## src/rtl/lsu_stage_param_pkg.sv

```systemverilog
// Shared definitions for the memory-stage load/store unit: access size codes,
// FSM state encodings and the natural-alignment rule.
package lsu_stage_param_pkg;

    localparam logic [1:0] SZ_B = 2'd0;
    localparam logic [1:0] SZ_H = 2'd1;
    localparam logic [1:0] SZ_W = 2'd2;
    localparam logic [1:0] SZ_D = 2'd3;

    localparam logic [2:0] ST_IDLE  = 3'd0;
    localparam logic [2:0] ST_ISSUE = 3'd1;
    localparam logic [2:0] ST_WAIT  = 3'd2;
    localparam logic [2:0] ST_DONE  = 3'd3;
    localparam logic [2:0] ST_FAULT = 3'd4;

    // A dword access is only meaningful when the cache word is 64 bits wide.
    function automatic logic is_misaligned(input logic [2:0] addr_lo,
                                           input logic [1:0] size,
                                           input int unsigned data_w);
        logic [2:0] low_mask;
        low_mask = 3'((4'd1 << size) - 4'd1);
        return ((addr_lo & low_mask) != 3'd0) || (size == SZ_D && data_w < 64);
    endfunction

endpackage

```

## src/rtl/lsu_stage_param_if.sv

```systemverilog
// Request, data-cache and writeback signals of the load/store unit.
// The unit itself connects through the slave modport.
interface lsu_stage_param_if #(
    parameter int unsigned DATA_W = 32,
    parameter int unsigned ADDR_W = 32,
    parameter int unsigned REG_W  = 5
);
    logic                  req_valid;
    logic                  req_ready;
    logic                  req_we;
    logic [1:0]            req_size;
    logic                  req_unsigned;
    logic [ADDR_W-1:0]     req_addr;
    logic [DATA_W-1:0]     req_wdata;
    logic [REG_W-1:0]      req_rd;

    logic                  dcache_re;
    logic [DATA_W/8-1:0]   dcache_we;
    logic [ADDR_W-1:0]     dcache_addr;
    logic [DATA_W-1:0]     dcache_din;
    logic                  dcache_stall;
    logic [DATA_W-1:0]     dcache_dout;

    logic                  wb_valid;
    logic [REG_W-1:0]      wb_rd;
    logic [DATA_W-1:0]     wb_data;

    logic                  misalign;
    logic [ADDR_W-1:0]     misalign_addr;
    logic                  Stall;

    modport slave (
        input  req_valid, req_we, req_size, req_unsigned, req_addr, req_wdata, req_rd,
        input  dcache_stall, dcache_dout,
        output req_ready,
        output dcache_re, dcache_we, dcache_addr, dcache_din,
        output wb_valid, wb_rd, wb_data,
        output misalign, misalign_addr, Stall
    );

    modport master (
        output req_valid, req_we, req_size, req_unsigned, req_addr, req_wdata, req_rd,
        output dcache_stall, dcache_dout,
        input  req_ready,
        input  dcache_re, dcache_we, dcache_addr, dcache_din,
        input  wb_valid, wb_rd, wb_data,
        input  misalign, misalign_addr, Stall
    );

endinterface

```

## src/rtl/lsu_stage_param_lane_align.sv

```systemverilog
// Combinational lane steering: store data replication and byte-enable mask,
// and load field extraction with sign/zero extension.
module lsu_stage_param_lane_align #(
    parameter int unsigned DATA_W     = 32,
    parameter bit          BIG_ENDIAN = 1'b1,
    localparam int unsigned NB        = DATA_W / 8,
    localparam int unsigned OFF_W     = $clog2(DATA_W / 8)
) (
    input  logic [OFF_W-1:0]  off,
    input  logic [1:0]        size,
    input  logic              is_unsigned,
    input  logic [DATA_W-1:0] wdata,
    input  logic [DATA_W-1:0] rdata,
    output logic [DATA_W-1:0] din,
    output logic [NB-1:0]     mask,
    output logic [DATA_W-1:0] ldata
);

    always_comb begin
        int unsigned n;
        int unsigned a;
        int unsigned k;
        logic [DATA_W-1:0] fld;
        logic sgn;
        n = 32'd1 << size;
        if (n > NB) n = NB;
        a = '0;
        k = '0;
        din = '0;
        mask = '0;
        fld = '0;
        // p walks physical lanes; a is the byte address offset that lane holds.
        for (int unsigned p = 0; p < NB; p++) begin
            din[8*p +: 8] = wdata[8*(p & (n - 1)) +: 8];
            a = BIG_ENDIAN ? (NB - 1 - p) : p;
            if (a >= 32'(off) && a < 32'(off) + n) begin
                k = a - 32'(off);
                mask[p] = 1'b1;
                if (BIG_ENDIAN) fld[8*(n-1-k) +: 8] = rdata[8*p +: 8];
                else            fld[8*k +: 8]       = rdata[8*p +: 8];
            end
        end
        sgn = !is_unsigned && fld[8*n-1];
        ldata = fld;
        for (int unsigned p = 0; p < NB; p++) begin
            if (p >= n) ldata[8*p +: 8] = {8{sgn}};
        end
    end

endmodule

```

## src/rtl/lsu_stage_param.sv

```systemverilog
// MIPS150 memory-stage load/store unit: request latch, issue/wait/done FSM,
// misalignment trap and dcache stall handshake.
module lsu_stage_param
    import lsu_stage_param_pkg::*;
#(
    parameter int unsigned DATA_W     = 32,
    parameter int unsigned ADDR_W     = 32,
    parameter int unsigned REG_W      = 5,
    parameter bit          BIG_ENDIAN = 1'b1
) (
    input  logic             CLK,
    input  logic             reset,
    lsu_stage_param_if.slave bus
);

    localparam int unsigned NB    = DATA_W / 8;
    localparam int unsigned OFF_W = $clog2(NB);

    logic [2:0]        state;
    logic              we_r;
    logic              uns_r;
    logic [1:0]        size_r;
    logic [ADDR_W-1:0] addr_r;
    logic [DATA_W-1:0] wdata_r;
    logic [REG_W-1:0]  rd_r;
    logic [REG_W-1:0]  wb_rd_r;
    logic [DATA_W-1:0] wb_data_r;
    logic [ADDR_W-1:0] misalign_addr_r;

    logic [DATA_W-1:0] din_w;
    logic [DATA_W-1:0] ldata_w;
    logic [NB-1:0]     mask_w;
    logic              bad;

    assign bad = is_misaligned(bus.req_addr[2:0], bus.req_size, DATA_W);

    always_ff @(posedge CLK) begin
        if (reset) begin
            state           <= ST_IDLE;
            we_r            <= 1'b0;
            uns_r           <= 1'b0;
            size_r          <= SZ_B;
            addr_r          <= '0;
            wdata_r         <= '0;
            rd_r            <= '0;
            wb_rd_r         <= '0;
            wb_data_r       <= '0;
            misalign_addr_r <= '0;
        end else begin
            case (state)
                ST_IDLE: begin
                    if (bus.req_valid) begin
                        we_r    <= bus.req_we;
                        uns_r   <= bus.req_unsigned;
                        size_r  <= bus.req_size;
                        addr_r  <= bus.req_addr;
                        wdata_r <= bus.req_wdata;
                        rd_r    <= bus.req_rd;
                        if (bad) begin
                            misalign_addr_r <= bus.req_addr;
                            state           <= ST_FAULT;
                        end else begin
                            state <= ST_ISSUE;
                        end
                    end
                end
                ST_ISSUE: if (!bus.dcache_stall) state <= we_r ? ST_IDLE : ST_WAIT;
                ST_WAIT: begin
                    if (!bus.dcache_stall) begin
                        wb_data_r <= ldata_w;
                        wb_rd_r   <= rd_r;
                        state     <= ST_DONE;
                    end
                end
                ST_DONE:  state <= ST_IDLE;
                ST_FAULT: state <= ST_IDLE;
                default:  state <= ST_IDLE;
            endcase
        end
    end

    // Steering works from the latched request so cache outputs stay frozen under stall.
    lsu_stage_param_lane_align #(
        .DATA_W     (DATA_W),
        .BIG_ENDIAN (BIG_ENDIAN)
    ) u_align (
        .off         (addr_r[OFF_W-1:0]),
        .size        (size_r),
        .is_unsigned (uns_r),
        .wdata       (wdata_r),
        .rdata       (bus.dcache_dout),
        .din         (din_w),
        .mask        (mask_w),
        .ldata       (ldata_w)
    );

    assign bus.req_ready     = (state == ST_IDLE);
    assign bus.Stall         = (state != ST_IDLE);
    assign bus.dcache_re     = (state == ST_ISSUE) && !we_r;
    assign bus.dcache_we     = (state == ST_ISSUE && we_r) ? mask_w : '0;
    assign bus.dcache_addr   = {addr_r[ADDR_W-1:OFF_W], {OFF_W{1'b0}}};
    assign bus.dcache_din    = din_w;
    assign bus.wb_valid      = (state == ST_DONE);
    assign bus.wb_rd         = wb_rd_r;
    assign bus.wb_data       = wb_data_r;
    assign bus.misalign      = (state == ST_FAULT);
    assign bus.misalign_addr = misalign_addr_r;

endmodule
```

## src/flat_wrapper.sv

```systemverilog
// flat-port wrapper written by rule: the top's interface ports become plain ports
module lsu_stage_param_flat import lsu_stage_param_pkg::*;
#(
    parameter int unsigned DATA_W     = 32,
    parameter int unsigned ADDR_W     = 32,
    parameter int unsigned REG_W      = 5,
    parameter bit          BIG_ENDIAN = 1'b1
)
  (CLK, reset, bus_req_valid, bus_req_we, bus_req_size, bus_req_unsigned, bus_req_addr, bus_req_wdata, bus_req_rd, bus_dcache_stall, bus_dcache_dout, bus_req_ready, bus_dcache_re, bus_dcache_we, bus_dcache_addr, bus_dcache_din, bus_wb_valid, bus_wb_rd, bus_wb_data, bus_misalign, bus_misalign_addr, bus_Stall);
  lsu_stage_param_if #(.DATA_W(DATA_W), .ADDR_W(ADDR_W), .REG_W(REG_W)) bus_i ();
  input  logic CLK;
  input  logic reset;
  input wire logic [$bits(bus_i.req_valid)-1:0] bus_req_valid;
  input wire logic [$bits(bus_i.req_we)-1:0] bus_req_we;
  input wire logic [$bits(bus_i.req_size)-1:0] bus_req_size;
  input wire logic [$bits(bus_i.req_unsigned)-1:0] bus_req_unsigned;
  input wire logic [$bits(bus_i.req_addr)-1:0] bus_req_addr;
  input wire logic [$bits(bus_i.req_wdata)-1:0] bus_req_wdata;
  input wire logic [$bits(bus_i.req_rd)-1:0] bus_req_rd;
  input wire logic [$bits(bus_i.dcache_stall)-1:0] bus_dcache_stall;
  input wire logic [$bits(bus_i.dcache_dout)-1:0] bus_dcache_dout;
  output wire logic [$bits(bus_i.req_ready)-1:0] bus_req_ready;
  output wire logic [$bits(bus_i.dcache_re)-1:0] bus_dcache_re;
  output wire logic [$bits(bus_i.dcache_we)-1:0] bus_dcache_we;
  output wire logic [$bits(bus_i.dcache_addr)-1:0] bus_dcache_addr;
  output wire logic [$bits(bus_i.dcache_din)-1:0] bus_dcache_din;
  output wire logic [$bits(bus_i.wb_valid)-1:0] bus_wb_valid;
  output wire logic [$bits(bus_i.wb_rd)-1:0] bus_wb_rd;
  output wire logic [$bits(bus_i.wb_data)-1:0] bus_wb_data;
  output wire logic [$bits(bus_i.misalign)-1:0] bus_misalign;
  output wire logic [$bits(bus_i.misalign_addr)-1:0] bus_misalign_addr;
  output wire logic [$bits(bus_i.Stall)-1:0] bus_Stall;
  assign bus_i.req_valid = bus_req_valid;
  assign bus_i.req_we = bus_req_we;
  assign bus_i.req_size = bus_req_size;
  assign bus_i.req_unsigned = bus_req_unsigned;
  assign bus_i.req_addr = bus_req_addr;
  assign bus_i.req_wdata = bus_req_wdata;
  assign bus_i.req_rd = bus_req_rd;
  assign bus_i.dcache_stall = bus_dcache_stall;
  assign bus_i.dcache_dout = bus_dcache_dout;
  assign bus_req_ready = bus_i.req_ready;
  assign bus_dcache_re = bus_i.dcache_re;
  assign bus_dcache_we = bus_i.dcache_we;
  assign bus_dcache_addr = bus_i.dcache_addr;
  assign bus_dcache_din = bus_i.dcache_din;
  assign bus_wb_valid = bus_i.wb_valid;
  assign bus_wb_rd = bus_i.wb_rd;
  assign bus_wb_data = bus_i.wb_data;
  assign bus_misalign = bus_i.misalign;
  assign bus_misalign_addr = bus_i.misalign_addr;
  assign bus_Stall = bus_i.Stall;
  lsu_stage_param #(.DATA_W(DATA_W), .ADDR_W(ADDR_W), .REG_W(REG_W), .BIG_ENDIAN(BIG_ENDIAN)) u_core (.CLK(CLK), .reset(reset), .bus(bus_i));
endmodule
```

## config.mk

```make
export PLATFORM = sky130hd
export DESIGN_NAME = lsu_stage_param_flat
export DESIGN_NICKNAME = d
export VERILOG_FILES = /design/src/rtl/lsu_stage_param_pkg.sv /design/src/rtl/lsu_stage_param_if.sv /design/src/rtl/lsu_stage_param_lane_align.sv /design/src/rtl/lsu_stage_param.sv /design/src/flat_wrapper.sv
export SDC_FILE = /design/constraint.sdc
export NUM_CORES = 1
export LEC_CHECK = 0
export CORE_UTILIZATION = 41
export DETAILED_ROUTE_END_ITERATION = 7
export PLACE_DENSITY = 0.68
export SYNTH_ARGS = -nofsm -noshare
export SYNTH_HDL_FRONTEND = slang
export SYNTH_HIERARCHICAL = 1
export SYNTH_SLANG_ARGS = --single-unit
```

## constraint.sdc

```tcl
create_clock -name CLK -period 13.65 [get_ports CLK]
set_input_delay 2.73 -clock CLK [delete_from_list [all_inputs] [get_ports CLK]]
set_output_delay 2.73 -clock CLK [all_outputs]
set_load 0.03 [all_outputs]
```

Word level (Yosys, flattened, before mapping)
Index checks and enable logic that the tools add are counted.
W data, S select, Z words.
{"block": "classes", "add_sub_neg": 16, "order_cmp": 13, "n_eq_ne": 8, "shifts": 13, "n_mux": 25, "bitwise": 3, "n_reduce_logical": 16}
{"operator": "$mux W32", "n": 5}
{"operator": "$neg A32 Y34", "n": 4}
{"operator": "$shift A8 B34 Y32 const A", "n": 4}
{"operator": "$shiftx A8 B34 Y32", "n": 4}
{"operator": "$sub A29 B29 Y29", "n": 4}
{"operator": "$bwmux W32", "n": 3}
{"operator": "$ge A1 B32 Y1 const A", "n": 2}
{"operator": "$ge A2 B32 Y1 const A", "n": 2}
{"operator": "$lt A1 B32 Y1 const A", "n": 2}
{"operator": "$lt A2 B32 Y1 const A", "n": 2}
{"operator": "$shiftx A32 B6 Y8", "n": 2}
{"operator": "$add A2 B32 Y32", "n": 1}
{"operator": "$and A32 B32 Y32", "n": 1}
{"operator": "$gt A32 B3 Y1 const B", "n": 1}
{"operator": "$lt A32 B6 Y1 const B", "n": 1}
{"operator": "$mux W8", "n": 4}
{"operator": "$shiftx A32 B5 Y8", "n": 1}
{"operator": "$shl A1 B2 Y32 const A", "n": 1}
{"operator": "$sub A32 B1 Y32 const B", "n": 1}
{"operator": "$sub A29 B1 Y29 const B", "n": 1}
{"operator": "$mux W3", "n": 4}
{"operator": "$pmux W3 S3", "n": 1}
{"operator": "$eq A3 B2 Y1 const B", "n": 2}
{"operator": "$logic_and A1 B1 Y1", "n": 6}
{"operator": "22 further kinds", "n": 35}
{"block": "totals", "ff_bits": 145, "inputBits": 109, "output_inout_bits": 142, "wordCells": 104}

Depth between registers and ports, before layout
{"block": "depth", "depth_word": 19, "depth_mapped": 24, "ltp_nobuf": 18}

By module
Netlist, hierarchy kept.
{"module": "lsu_stage_param", "instances": 1, "cells_per_inst": 679, "area_each_um2": 5492.8, "seq_area_each_um2": 2902.8}
{"module": "lsu_stage_param_lane_align", "instances": 1, "cells_per_inst": 506, "area_each_um2": 3533.4, "seq_area_each_um2": 0.0}

Least setup slack after synthesis
Ideal clock, no wire load.
{"block": "synth_path", "path_kind": "flip-flop to output port", "from": "register u_core.size_r[1]", "to": "output bus_dcache_din[30]", "arrival_ns": 2.806, "required_time_ns": 10.920, "path_slack_ns": 8.114, "path_stages_with_launch": 10, "path_buffers": 5, "cell_sequence": "dfxtp_1 > buf_6 > clkbuf_1 > inv_1 > clkbuf_1 > nand2_1 > ha_1 > buf_1 > clkbuf_1 > o21ai_0"}
{"block": "synth_via", "elab_chain_cells": 5}
{"element": "start, declared", "line_no": "lsu_stage_param.sv:22", "rtl": "logic [1:0] size_r;"}
{"element": "start signal, assigned", "line_no": "lsu_stage_param.sv:55", "rtl": "size_r <= bus.req_size;"}
{"element": "$shl A1 B2 Y32 *", "line_no": "lsu_stage_param_lane_align.sv:25", "rtl": "n = 32'd1 << size;"}
{"element": "$gt A32 B3 Y1", "line_no": "lsu_stage_param_lane_align.sv:26", "rtl": "if (n > NB) n = NB;"}
{"element": "$mux W32 *", "line_no": "lsu_stage_param_lane_align.sv:26"}
{"element": "$sub A29 B1 Y29 *"}
{"element": "$shiftx A32 B6 Y8 *", "line_no": "lsu_stage_param_lane_align.sv:34", "rtl": "din[8*p +: 8] = wdata[8*(p & (n - 1)) +: 8];"}
{"element": "end, declared", "line_no": "flat_wrapper.sv:26", "rtl": "output wire logic [$bits(bus_i.dcache_din)-1:0] bus_dcache_din;"}
Every way passes the cells marked *; elsewhere a longest branch is shown, timed or not.

Final worst setup path
{"block": "layout_path", "from": "register u_core.size_r[1]", "to": "output bus_dcache_we[2]"}
{"block": "layout_via", "elab_chain_cells": 8}
{"element": "$shl A1 B2 Y32 *", "line_no": "lsu_stage_param_lane_align.sv:25"}
{"element": "$gt A32 B3 Y1", "line_no": "lsu_stage_param_lane_align.sv:26"}
{"element": "$mux W32 *", "line_no": "lsu_stage_param_lane_align.sv:26"}
{"element": "$add A2 B32 Y32 *", "line_no": "lsu_stage_param_lane_align.sv:36", "rtl": "if (a >= 32'(off) && a < 32'(off) + n) begin"}
{"element": "$lt A1 B32 Y1 *", "line_no": "lsu_stage_param_lane_align.sv:36"}
{"element": "$logic_and A1 B1 Y1 *", "line_no": "lsu_stage_param_lane_align.sv:36"}
{"element": "$mux W1 *", "line_no": "lsu_stage_param_lane_align.sv:36"}
{"element": "net u_core.mask_w[2]", "line_no": "lsu_stage_param.sv:32", "rtl": "logic [NB-1:0] mask_w;"}
{"element": "$mux W4 *", "line_no": "lsu_stage_param.sv:100", "rtl": "assign bus.dcache_we = (state == ST_ISSUE && we_r) ? mask_w : '0;"}
{"element": "end, declared", "line_no": "flat_wrapper.sv:24", "rtl": "output wire logic [$bits(bus_i.dcache_we)-1:0] bus_dcache_we;"}
Mark *: on every way through the listed nets, which the timed path passes. The rest lies on a longest branch.

==> results.yml <==
sta:
  fin_crit_ps: 7160
  drv_slew: 0
  tightest_slew_ps: 1130
  skew_ps: 12.9
  setup_viol: 0
  hold_ws_ps: 448
  fmax_mhz: 140
  rsz0062_at_grt: "false"
  relSlewSlack_pct: 24.6
  min_period_over_period_pct: 52.4
  hold_viol_final: 0
  tns_ps: 0
synth:
  ys_async_sr_fraction_pct: 0
  synth_compound_area_share_pct: 21.9
  ys_types: 88
  synth_xor_area_share_pct: 1.32
  synth_top_family_by_area: "simple AND/OR/NAND/NOR gates"
  synth_warnings: 6
  synth_cells: 1185
  post_synth_fa_ha_maj_area_fraction_pct: 4.80
  synth_seq_cells: 145
  synth_edf_count: 0
  avgSynthCellArea_um2: 7.62
  ys_seq_area_share_pct: 32.2
  synth_area_leaders: "dfxtp_1 32%, nand2_1 15%, a21oi_1 8.0%"
  muxShareOfSynthArea_pct: 6.06
  syn-cell-area_um2: 9030
  synth_ff_type: "dfxtp_1"
  synth_area_leader_cell: "dfxtp_1"
  yosys.area_share.simple_pct: 25.0
  yosysTopAreaCellShare_pct: 32.2
layout:
  nFillCells: 2022
  multi_input_area_um2: 5370
  syn_to_final_growth_pct: 31.4
  fin_nets: 1481
  fin_area_um2: 11900
  seq_area_um2: 2900
  drive_gt1_share_pct: 6.06
  antenna_cells: 0
hold_path:
  hold_class: "register to register"
  hold_start: "u_core/rd_r[4]$_SDFFE_PP0P_"
  holdPathStages: 2
  holdPathEnd: "u_core/bus.wb_rd[4]$_SDFFE_PP0P_"
clock_network:
  cts_tree: "built"
  cts.sinks: 145
  clkSlewWorstSetupHoldPaths_ps: 70
  cts_resized: 0
  ctsHoldBuffers: 0
  cts_inserted_buffers: 17
  cts_setup_buffers: 0
  clockRootBuffer: "clkbuf_16"
  cts_buffer_depth: 2
  clock_latency_ps: 430
  h-tree-depth: 4
floorplanning:
  die_h_um: 150
  core_um2: 21300
  initial_core_util_pct: 42.4
  ios: 251
  dieArea_um2: 22600
  fp.dieW_um: 150
  placementRows: 53
critical_path:
  critPathMaxFanout: 22
  critPathLaunchType: "register"
  crit_arrival_ps: 4430
  critPathRequiredTime_ps: 10920
  r2r_slack_ps: 7230
  r2r-end: "u_core/bus.wb_data[0]$_SDFFE_PP0P_"
  reg2reg_from: "u_core/size_r[1]$_SDFFE_PP0P_"
  r2r_cells: 15
  cp-end-kind: "output pin"
  critPathKind: "register to output pin"
  startpoint: "u_core/size_r[1]$_SDFFE_PP0P_"
run_status:
  status: "completed"
pwr:
  pwr-share-seq_pct: 32.1
  p_sw_uw: 553
  clkPwrFrac_pct: 32.9
  peakVddDrop_uv: 89.4
  p_int_uw: 895
  p_leak_uw: 0.00439
  swShare_pct: 38.2
  power_frac_comb_pct: 35.1
  powerDensity_nw_per_um2: 122
run:
  drv_cap: 0
detailed_routing:
  wl_um: 29200
  drc: 0
  drtIter0Drc: 577
  via_per_inst: 5.59
  avgRoutedWirePerCell_um: 17.9
  dr.pass1.iters: 6
  vias: 9098
  ant_nets: 0
placed_design:
  io_buffers: 248
  hpwl_um: 20900
  placed_cell_area_um2: 11200
  globalplace.congestion: 0.942
grt:
  groute.usage.overall_pct: 25.9
  grt_antenna_before_repair: 1
  grt_pass1_vias: 8640
  grt_first_pass_wirelength_um: 45900
  overflow: 0
  grt_start_max_net_pins: 76
cells by family (layout without fill, tap and decap cells):
group	Yosys count	after routing
AO/OA/AOI/OAI	302	302
XOR/XNOR	12	12
adder cells (fa/ha/maj)	31	31
buffers and inverters	146	312
flip-flops	145	145
multiplexers	53	53
other	3	6
AND/OR/NAND/NOR	493	493
cells in the final DEF, fill, tap and decap left out, drive strengths merged, types with 5 or more instances in the layout:
| cell | n |
|---|---|
| inv | 30 |
| o22ai | 13 |
| nor2b | 12 |
| or3 | 6 |
| o221ai | 12 |
| nor3 | 15 |
| and3 | 7 |
| mux2i | 43 |
| xnor2 | 8 |
| and2 | 15 |
| o31ai | 7 |
| conb | 6 |
| a22oi | 6 |
| a21oi | 144 |
| clkbuf | 17 |
| nand2b | 5 |
| dfxtp | 145 |
| a32oi | 5 |
| o21ai | 34 |
| a221oi | 22 |
| clkdlybuf4s50 | 247 |
| nand2 | 352 |
| ha | 25 |
| clkinv | 10 |
| fa | 6 |
| mux2 | 10 |
| nor3b | 5 |
| nor2 | 27 |
| a221o | 10 |
| a211oi | 8 |
| buf | 8 |
| nand3 | 18 |
| nor4 | 8 |
registers in the layout (all words and copies together) (netlist names):
name,cells
u_core/addr_r,32
u_core/bus.misalign_addr,32
u_core/bus.wb_data,32
u_core/wdata_r,32
u_core/bus.wb_rd,5
u_core/rd_r,5
u_core/state,3
u_core/size_r,2
u_core/uns_r,1
u_core/we_r,1
area by class of cell:
| type | instances | share of cell area (%) |
|---|---|---|
| Inverter | 25 | 0.834 |
| Clock buffer | 17 | 3.59 |
| Sequential cell | 145 | 24.5 |
| Timing Repair Buffer | 255 | 21.4 |
| Tap cell | 275 | 2.90 |
| Multi-Input combinational cell | 897 | 45.3 |
| Clock inverter | 15 | 1.57 |
worst max-delay path, stage by stage (launching register included):
cell,delay [ps]
dfxtp_1,540
nor2_4,680
inv_2,390
nor2_2,240
inv_2,120
fa_1,450
or4bb_1,520
o221ai_1,210
inv_1,80
and2_1,150
clkdlybuf4s50_1,590
power groups by stage:
stage	clock, uW	combinational, uW	sequential (uW)
floorplan	0	347	480
global placement	0	496	473
detailed placement	0	499	474
CTS	486	502	464
global route	504	549	468
finish	476	508	464
cell usage after synthesis (all sizes together) (6+ instances only):
master  number
nor2b       12
a211oi       8
o31ai        7
a221o       10
a22oi        6
o21ai       34
dfxtp      145
o221ai      12
nand2      352
or3          6
a221oi      22
clkbuf      52
o22ai       13
and2        15
buf         69
xnor2        8
nor3        15
ha          25
inv         22
nand3       18
fa           6
a21oi      144
mux2i       43
mux2        10
nor2        27
and3         7
nor4         8
metal layers:
layer	GRT usage [%]	vias to the layer above	share of wire, %
li1	-	4425	-
met1	32.4	4231	42
met2	41.4	395	46
met3	9.12	45	11
met4	8.28	2	1.9
met5	0	-	0.058
stage by stage:
step                      setup WS (ps)  instances  total power [uW]  util (%)
after global placement             7060       1597               969      52.8
after floorplan                    8110       1188               827         -
after CTS                          6460       1629              1450      55.7
after detailed placement           6940       1597               973      52.8
final                              6490       1629              1450      55.7
after global routing               6240       1629              1520      55.7
how the worst max path moves through the flow:
stage / to / slack (ps)
2_1_floorplan: bus_dcache_din[30] / 8110
3_3_place_gp: bus_dcache_we[2] / 7060
3_5_place_dp: bus_dcache_we[2] / 6940
4_1_cts: bus_dcache_we[2] / 6460
5_1_grt: bus_dcache_we[2] / 6240
6_report: bus_dcache_we[2] / 6490
Power figures use the tool's default switching activity.
